### src/rtl/ascii_frame_collector_pkg.sv
// Shared definitions for the ASCII frame collector: framing characters,
// FSM state encoding and the hex-character classifier.
package ascii_frame_collector_pkg;

  localparam int unsigned CHAR_W = 8;
  localparam int unsigned NCHARS = 4;
  localparam int unsigned IDX_W  = 2;

  localparam logic [CHAR_W-1:0] START_CHAR_DEF = 8'h3A;
  localparam logic [CHAR_W-1:0] TERM_CHAR_DEF  = 8'h0D;
  localparam logic [CHAR_W-1:0] RESET_CHAR     = 8'h30;

`ifdef ASCII_FRAME_TIMEOUT_EN
  localparam int unsigned TIMEOUT_CYC_DEF = 1000000;
`endif

  localparam logic [1:0] ST_IDLE      = 2'd0;
  localparam logic [1:0] ST_COLLECT   = 2'd1;
  localparam logic [1:0] ST_WAIT_TERM = 2'd2;

  // Uppercase-only hex digits, matching the downstream decoder.
  function automatic logic is_hex_char(input logic [CHAR_W-1:0] c);
    return ((c >= 8'h30) && (c <= 8'h39)) || ((c >= 8'h41) && (c <= 8'h46));
  endfunction

endpackage

### src/rtl/ascii_frame_collector.sv
// Frames ':' + 4 hex chars + CR from the UART byte stream and publishes the
// hex chars atomically. Optional inter-character timeout: ASCII_FRAME_TIMEOUT_EN.
module ascii_frame_collector
  import ascii_frame_collector_pkg::*;
#(
  parameter logic [7:0] START_CHAR = START_CHAR_DEF,
  parameter logic [7:0] TERM_CHAR  = TERM_CHAR_DEF
`ifdef ASCII_FRAME_TIMEOUT_EN
  ,
  parameter int unsigned TIMEOUT_CYC = TIMEOUT_CYC_DEF
`endif
) (
  input  logic       rst,
  input  logic       clk,
  input  logic [7:0] rx_data,
  input  logic       rx_valid,
  output logic [7:0] pd0,
  output logic [7:0] pd1,
  output logic [7:0] pd2,
  output logic [7:0] pd3,
  output logic       frame_valid,
  output logic       frame_err,
  output logic       busy
);

  logic [1:0]                          state_q, state_d;
  logic [IDX_W-1:0]                    idx_q, idx_d;
  logic [NCHARS-1:0][CHAR_W-1:0]       shadow_q, shadow_d;
  logic [NCHARS-1:0][CHAR_W-1:0]       pd_q, pd_d;
  logic                                frame_valid_q, frame_valid_d;
  logic                                frame_err_q, frame_err_d;
  logic                                busy_q, busy_d;
  logic                                rx_hex_c;

`ifdef ASCII_FRAME_TIMEOUT_EN
  localparam int unsigned CNT_W = (TIMEOUT_CYC > 2) ? $clog2(TIMEOUT_CYC) : 1;
  logic [CNT_W-1:0] cnt_q, cnt_d;
`endif

  assign rx_hex_c = is_hex_char(rx_data);

  // Next-state, shadow capture and pulse generation.
  always_comb begin
    state_d       = state_q;
    idx_d         = idx_q;
    shadow_d      = shadow_q;
    pd_d          = pd_q;
    frame_valid_d = 1'b0;
    frame_err_d   = 1'b0;

    case (state_q)
      ST_IDLE: begin
        if (rx_valid && (rx_data == START_CHAR)) begin
          state_d = ST_COLLECT;
          idx_d   = '0;
        end
      end
      ST_COLLECT: begin
        if (rx_valid) begin
          if (rx_hex_c) begin
            shadow_d[idx_q] = rx_data;
            idx_d           = idx_q + IDX_W'(1);
            if (idx_q == IDX_W'(NCHARS - 1)) begin
              state_d = ST_WAIT_TERM;
            end
          end else if (rx_data == START_CHAR) begin
            idx_d       = '0;
            frame_err_d = 1'b1;
          end else begin
            frame_err_d = 1'b1;
            state_d     = ST_IDLE;
          end
        end
      end
      ST_WAIT_TERM: begin
        if (rx_valid) begin
          if (rx_data == TERM_CHAR) begin
            pd_d          = shadow_q;
            frame_valid_d = 1'b1;
            state_d       = ST_IDLE;
          end else if (rx_data == START_CHAR) begin
            frame_err_d = 1'b1;
            state_d     = ST_COLLECT;
            idx_d       = '0;
          end else begin
            frame_err_d = 1'b1;
            state_d     = ST_IDLE;
          end
        end
      end
      default: begin
        state_d = ST_IDLE;
        idx_d   = '0;
      end
    endcase

`ifdef ASCII_FRAME_TIMEOUT_EN
    // A byte arriving on the expiry cycle wins over the timeout.
    cnt_d = cnt_q;
    if ((state_q == ST_IDLE) || rx_valid) begin
      cnt_d = '0;
    end else if (cnt_q == CNT_W'(TIMEOUT_CYC - 1)) begin
      cnt_d       = '0;
      frame_err_d = 1'b1;
      state_d     = ST_IDLE;
    end else begin
      cnt_d = cnt_q + CNT_W'(1);
    end
`endif

    busy_d = (state_d != ST_IDLE);
  end

  always_ff @(posedge clk or negedge rst) begin
    if (!rst) begin
      state_q       <= ST_IDLE;
      idx_q         <= '0;
      shadow_q      <= {NCHARS{RESET_CHAR}};
      pd_q          <= {NCHARS{RESET_CHAR}};
      frame_valid_q <= 1'b0;
      frame_err_q   <= 1'b0;
      busy_q        <= 1'b0;
    end else begin
      state_q       <= state_d;
      idx_q         <= idx_d;
      shadow_q      <= shadow_d;
      pd_q          <= pd_d;
      frame_valid_q <= frame_valid_d;
      frame_err_q   <= frame_err_d;
      busy_q        <= busy_d;
    end
  end

`ifdef ASCII_FRAME_TIMEOUT_EN
  always_ff @(posedge clk or negedge rst) begin
    if (!rst) begin
      cnt_q <= '0;
    end else begin
      cnt_q <= cnt_d;
    end
  end
`endif

  assign pd0         = pd_q[0];
  assign pd1         = pd_q[1];
  assign pd2         = pd_q[2];
  assign pd3         = pd_q[3];
  assign frame_valid = frame_valid_q;
  assign frame_err   = frame_err_q;
  assign busy        = busy_q;

endmodule
### config.mk
export PLATFORM = sky130hd
export DESIGN_NAME = ascii_frame_collector
export DESIGN_NICKNAME = d
export VERILOG_FILES = /design/src/rtl/ascii_frame_collector_pkg.sv /design/src/rtl/ascii_frame_collector.sv
export SDC_FILE = /design/constraint.sdc
export NUM_CORES = 1
export LEC_CHECK = 0
export ABC_AREA = 1
export CORE_MARGIN = 8
export CORE_UTILIZATION = 30
export CTS_BUF_LIST = sky130_fd_sc_hd__clkbuf_8
export DETAILED_ROUTE_END_ITERATION = 7
export PLACE_DENSITY_LB_ADDON = 0.1
export SLEW_MARGIN = 10
export SYNTH_ARGS = -nofsm -noshare
export SYNTH_HDL_FRONTEND = slang
export SYNTH_SLANG_ARGS = --single-unit
### constraint.sdc
create_clock -name clk -period 1.6 [get_ports clk]
set_clock_uncertainty 0.15 [all_clocks]
set_input_delay 0.32 -clock clk [delete_from_list [all_inputs] [get_ports clk]]
set_output_delay 0.32 -clock clk [all_outputs]
set_load 0.01 [all_outputs]
==> impl_metrics.json <==
{
  "drtIter0Drc": 157,
  "num_rows": 37,
  "layout_setup_ws_ns": 0.0165,
  "cts_tree": "done",
  "path_class": "reg -> reg",
  "end_kind": "register",
  "clk_pin_slew_ns": 0.08,
  "ys_ff_latch": 71,
  "num_io_pins": 46,
  "vias_per_cell": 4.24,
  "drv_slew": 0,
  "drv_cap": 0,
  "ant_nets": 0,
  "leakagePower_nw": 2.31,
  "wire_per_inst_um": 13.2,
  "instances_no_fill": 576,
  "h-tree-depth": 3,
  "power_density_nw_per_um2": 832,
  "area_growth_pct": 43.0,
  "yosys.cell_types.count": 25,
  "num_antenna_cells": 0,
  "cts_inserted_buffers": 9,
  "hold_viol": 0,
  "synth_warnings": 0,
  "tns_ns": 0,
  "cts_root_buffer": "clkbuf_8",
  "port_buffers": 45,
  "synth.cell_area_um2": 3080,
  "drc": 0,
  "hp-class": "in -> reg",
  "relSlewSlack_pct": 74.9,
  "required_ns": 1.67,
  "hpwl_um": 5130,
  "holdWs_ns": 0.261,
  "ys_seq_area_share_pct": 58.4,
  "overflow": 0,
  "drt_wl_total_um": 7580,
  "die_y_um": 117,
  "design.core.area_um2": 10100,
  "min_period_ns": 1.58,
  "fmax_mhz": 632,
  "synth.avg_cell_area_um2": 8.85,
  "mostFrequentLayoutCells": "nand2_1 (142), dfrtp_1 (54), buf_4 (31)",
  "first_pass_iters": 4,
  "outcome": "finished, final reports clean",
  "syn_inst": 348,
  "clock_sinks": 71,
  "clk_latency_ns": 0.34,
  "grt_pass1_wl_um": 12900,
  "synth_nets": 367,
  "clockBufferDepth": 2,
  "grt_pass1_vias": 2496,
  "die_w_um": 117,
  "start_util_pct": 30.4,
  "grt_usage_pct": 11.4,
  "rsz0062_at_grt": "true",
  "vias": 2442,
  "worstMarginPinSlew_ns": 0.377,
  "dieArea_um2": 13800,
  "pre_cts_slack_ns": -0.720,
  "drive_gt1_share_pct": 34.3,
  "layout_worst_path_cycle_share_pct": 99.0,
  "grt_max_degree": 72,
  "antenna_found_initial": 0,
  "cp_max_fo": 8,
  "arrival_ns": 1.65,
  "gp_congestion": 0.879,
  "dp_cells": 550,
  "irDropWorstVdd_uv": 374,
  "critPathLaunchType": "register",
  "nNetsFinal": 454,
  "fillCellCount": 1036,
  "setup_violations": 0,
  "p_total_mw": 3.67,
  "final_common_cell": "nand2_1"
}
-- cell usage after synthesis --
| library cell | count | area (um^2) |
|---|---|---|
| nand2_4 | 1 | 11.3 |
| nand2_1 | 163 | 612 |
| nand2_2 | 2 | 12.5 |
| nor2_1 | 5 | 18.8 |
| dfstp_2 | 16 | 420 |
| buf_2 | 5 | 25.0 |
| nand3_2 | 4 | 40.0 |
| inv_2 | 5 | 18.8 |
| a21oi_1 | 4 | 20.0 |
| nand4_1 | 3 | 18.8 |
| clkbuf_1 | 4 | 15.0 |
| o21bai_1 | 1 | 7.51 |
| nor3_2 | 1 | 10.0 |
| ha_1 | 8 | 100 |
| nand3_1 | 9 | 45.0 |
| o21ai_2 | 4 | 35.0 |
| dfrtp_1 | 55 | 1380 |
| nand3b_1 | 1 | 7.51 |
| inv_1 | 25 | 93.8 |
| o21ai_0 | 5 | 25.0 |
| a21oi_4 | 1 | 16.3 |
| nand4_2 | 1 | 12.5 |
| o21ai_1 | 20 | 100 |
| buf_6 | 2 | 22.5 |
| nor3_1 | 3 | 15.0 |
-- state kept, by name, summed over array words and instances (netlist names) --
register and count:
pd1 8, shadow_q 32, pd2 8, frame_valid 1, frame_err 1, state_q 2
busy 1, pd3 8, idx_q 2, pd0 8
-- final timing paths --
kind | slack (ns) | cells past startpoint | to | start
max | 0.02 | 8 | shadow_q[24]$_DFFE_PN0P_ | state_q[1]$_DFF_PN0_
min | 0.26 | 4 | shadow_q[22]$_DFFE_PN0P_ | rx_data[6]
max reg2reg | 0.02 | 8 | shadow_q[24]$_DFFE_PN0P_ | state_q[1]$_DFF_PN0_
min reg2reg | 0.32 | 2 | pd0[5]$_DFFE_PN1P_ | shadow_q[5]$_DFFE_PN1P_
max in group asynchronous | 0.58 | 3 | pd2[5]$_DFFE_PN1P_ | rst
min in group asynchronous | 0.38 | 3 | pd2[3]$_DFFE_PN0P_ | rst
-- critical path, stage by stage, from the launching register on --
cell	delay, ns
dfrtp_1	0.39
inv_2	0.08
ha_4	0.14
inv_4	0.05
a21oi_4	0.21
nand3_4	0.15
buf_12	0.18
nand2_2	0.05
o21ai_1	0.05
-- stage by stage --
step	util [%]	cell area (um^2)
final	43.4	4400
after global routing	43.4	4400
after CTS	42.6	4320
after detailed placement	39.2	3970
after global placement	39.2	3970
after floorplan	-	3130
-- layer usage --
| layer | wire length [um] | share of wire (%) | global-route usage (%) |
|---|---|---|---|
| met5 | 0 | 0 | 0 |
| met4 | 42 | 0.55 | 3.65 |
| met3 | 341 | 4.5 | 3.74 |
| met2 | 3490 | 46 | 17.6 |
| met1 | 3700 | 49 | 14.7 |
-- power breakdown --
| group | total (mW) | internal [mW] | leakage [nW] | switching (mW) |
|---|---|---|---|---|
| sequential | 1.82 | 1.81 | 0.931 | 0.00949 |
| clock | 1.60 | 0.881 | 0.110 | 0.720 |
| combinational | 0.245 | 0.0985 | 1.27 | 0.146 |
-- final cells by class --
cell class	count	area (um^2)	area share (%)
Timing Repair Buffer	85	736	16.7
Multi-Input combinational cell	238	1340	30.5
Sequential cell	71	1800	40.8
Inverter	30	138	3.13
Clock inverter	7	95.1	2.16
Tap cell	136	170	3.86
Clock buffer	9	124	2.81
-- cell families after synthesis --
| kind of cell | after synthesis | synth area share [%] |
|---|---|---|
| buf+inv | 41 | 5.69 |
| fa+ha+maj | 8 | 3.25 |
| compound gates | 35 | 6.62 |
| flops | 71 | 58.4 |
| simple gates | 193 | 26.1 |
-- timing repair --
action,in CTS,in global routing
setup endpoints to repair,106,70
buffers inserted,5,1
gates resized for setup,82,51
hold buffers,1,0
gates cloned,3,0
pin swaps,6,9
endpoints found under the hold margin,55,0
No activity file was read; power rests on OpenSTA's default activity.
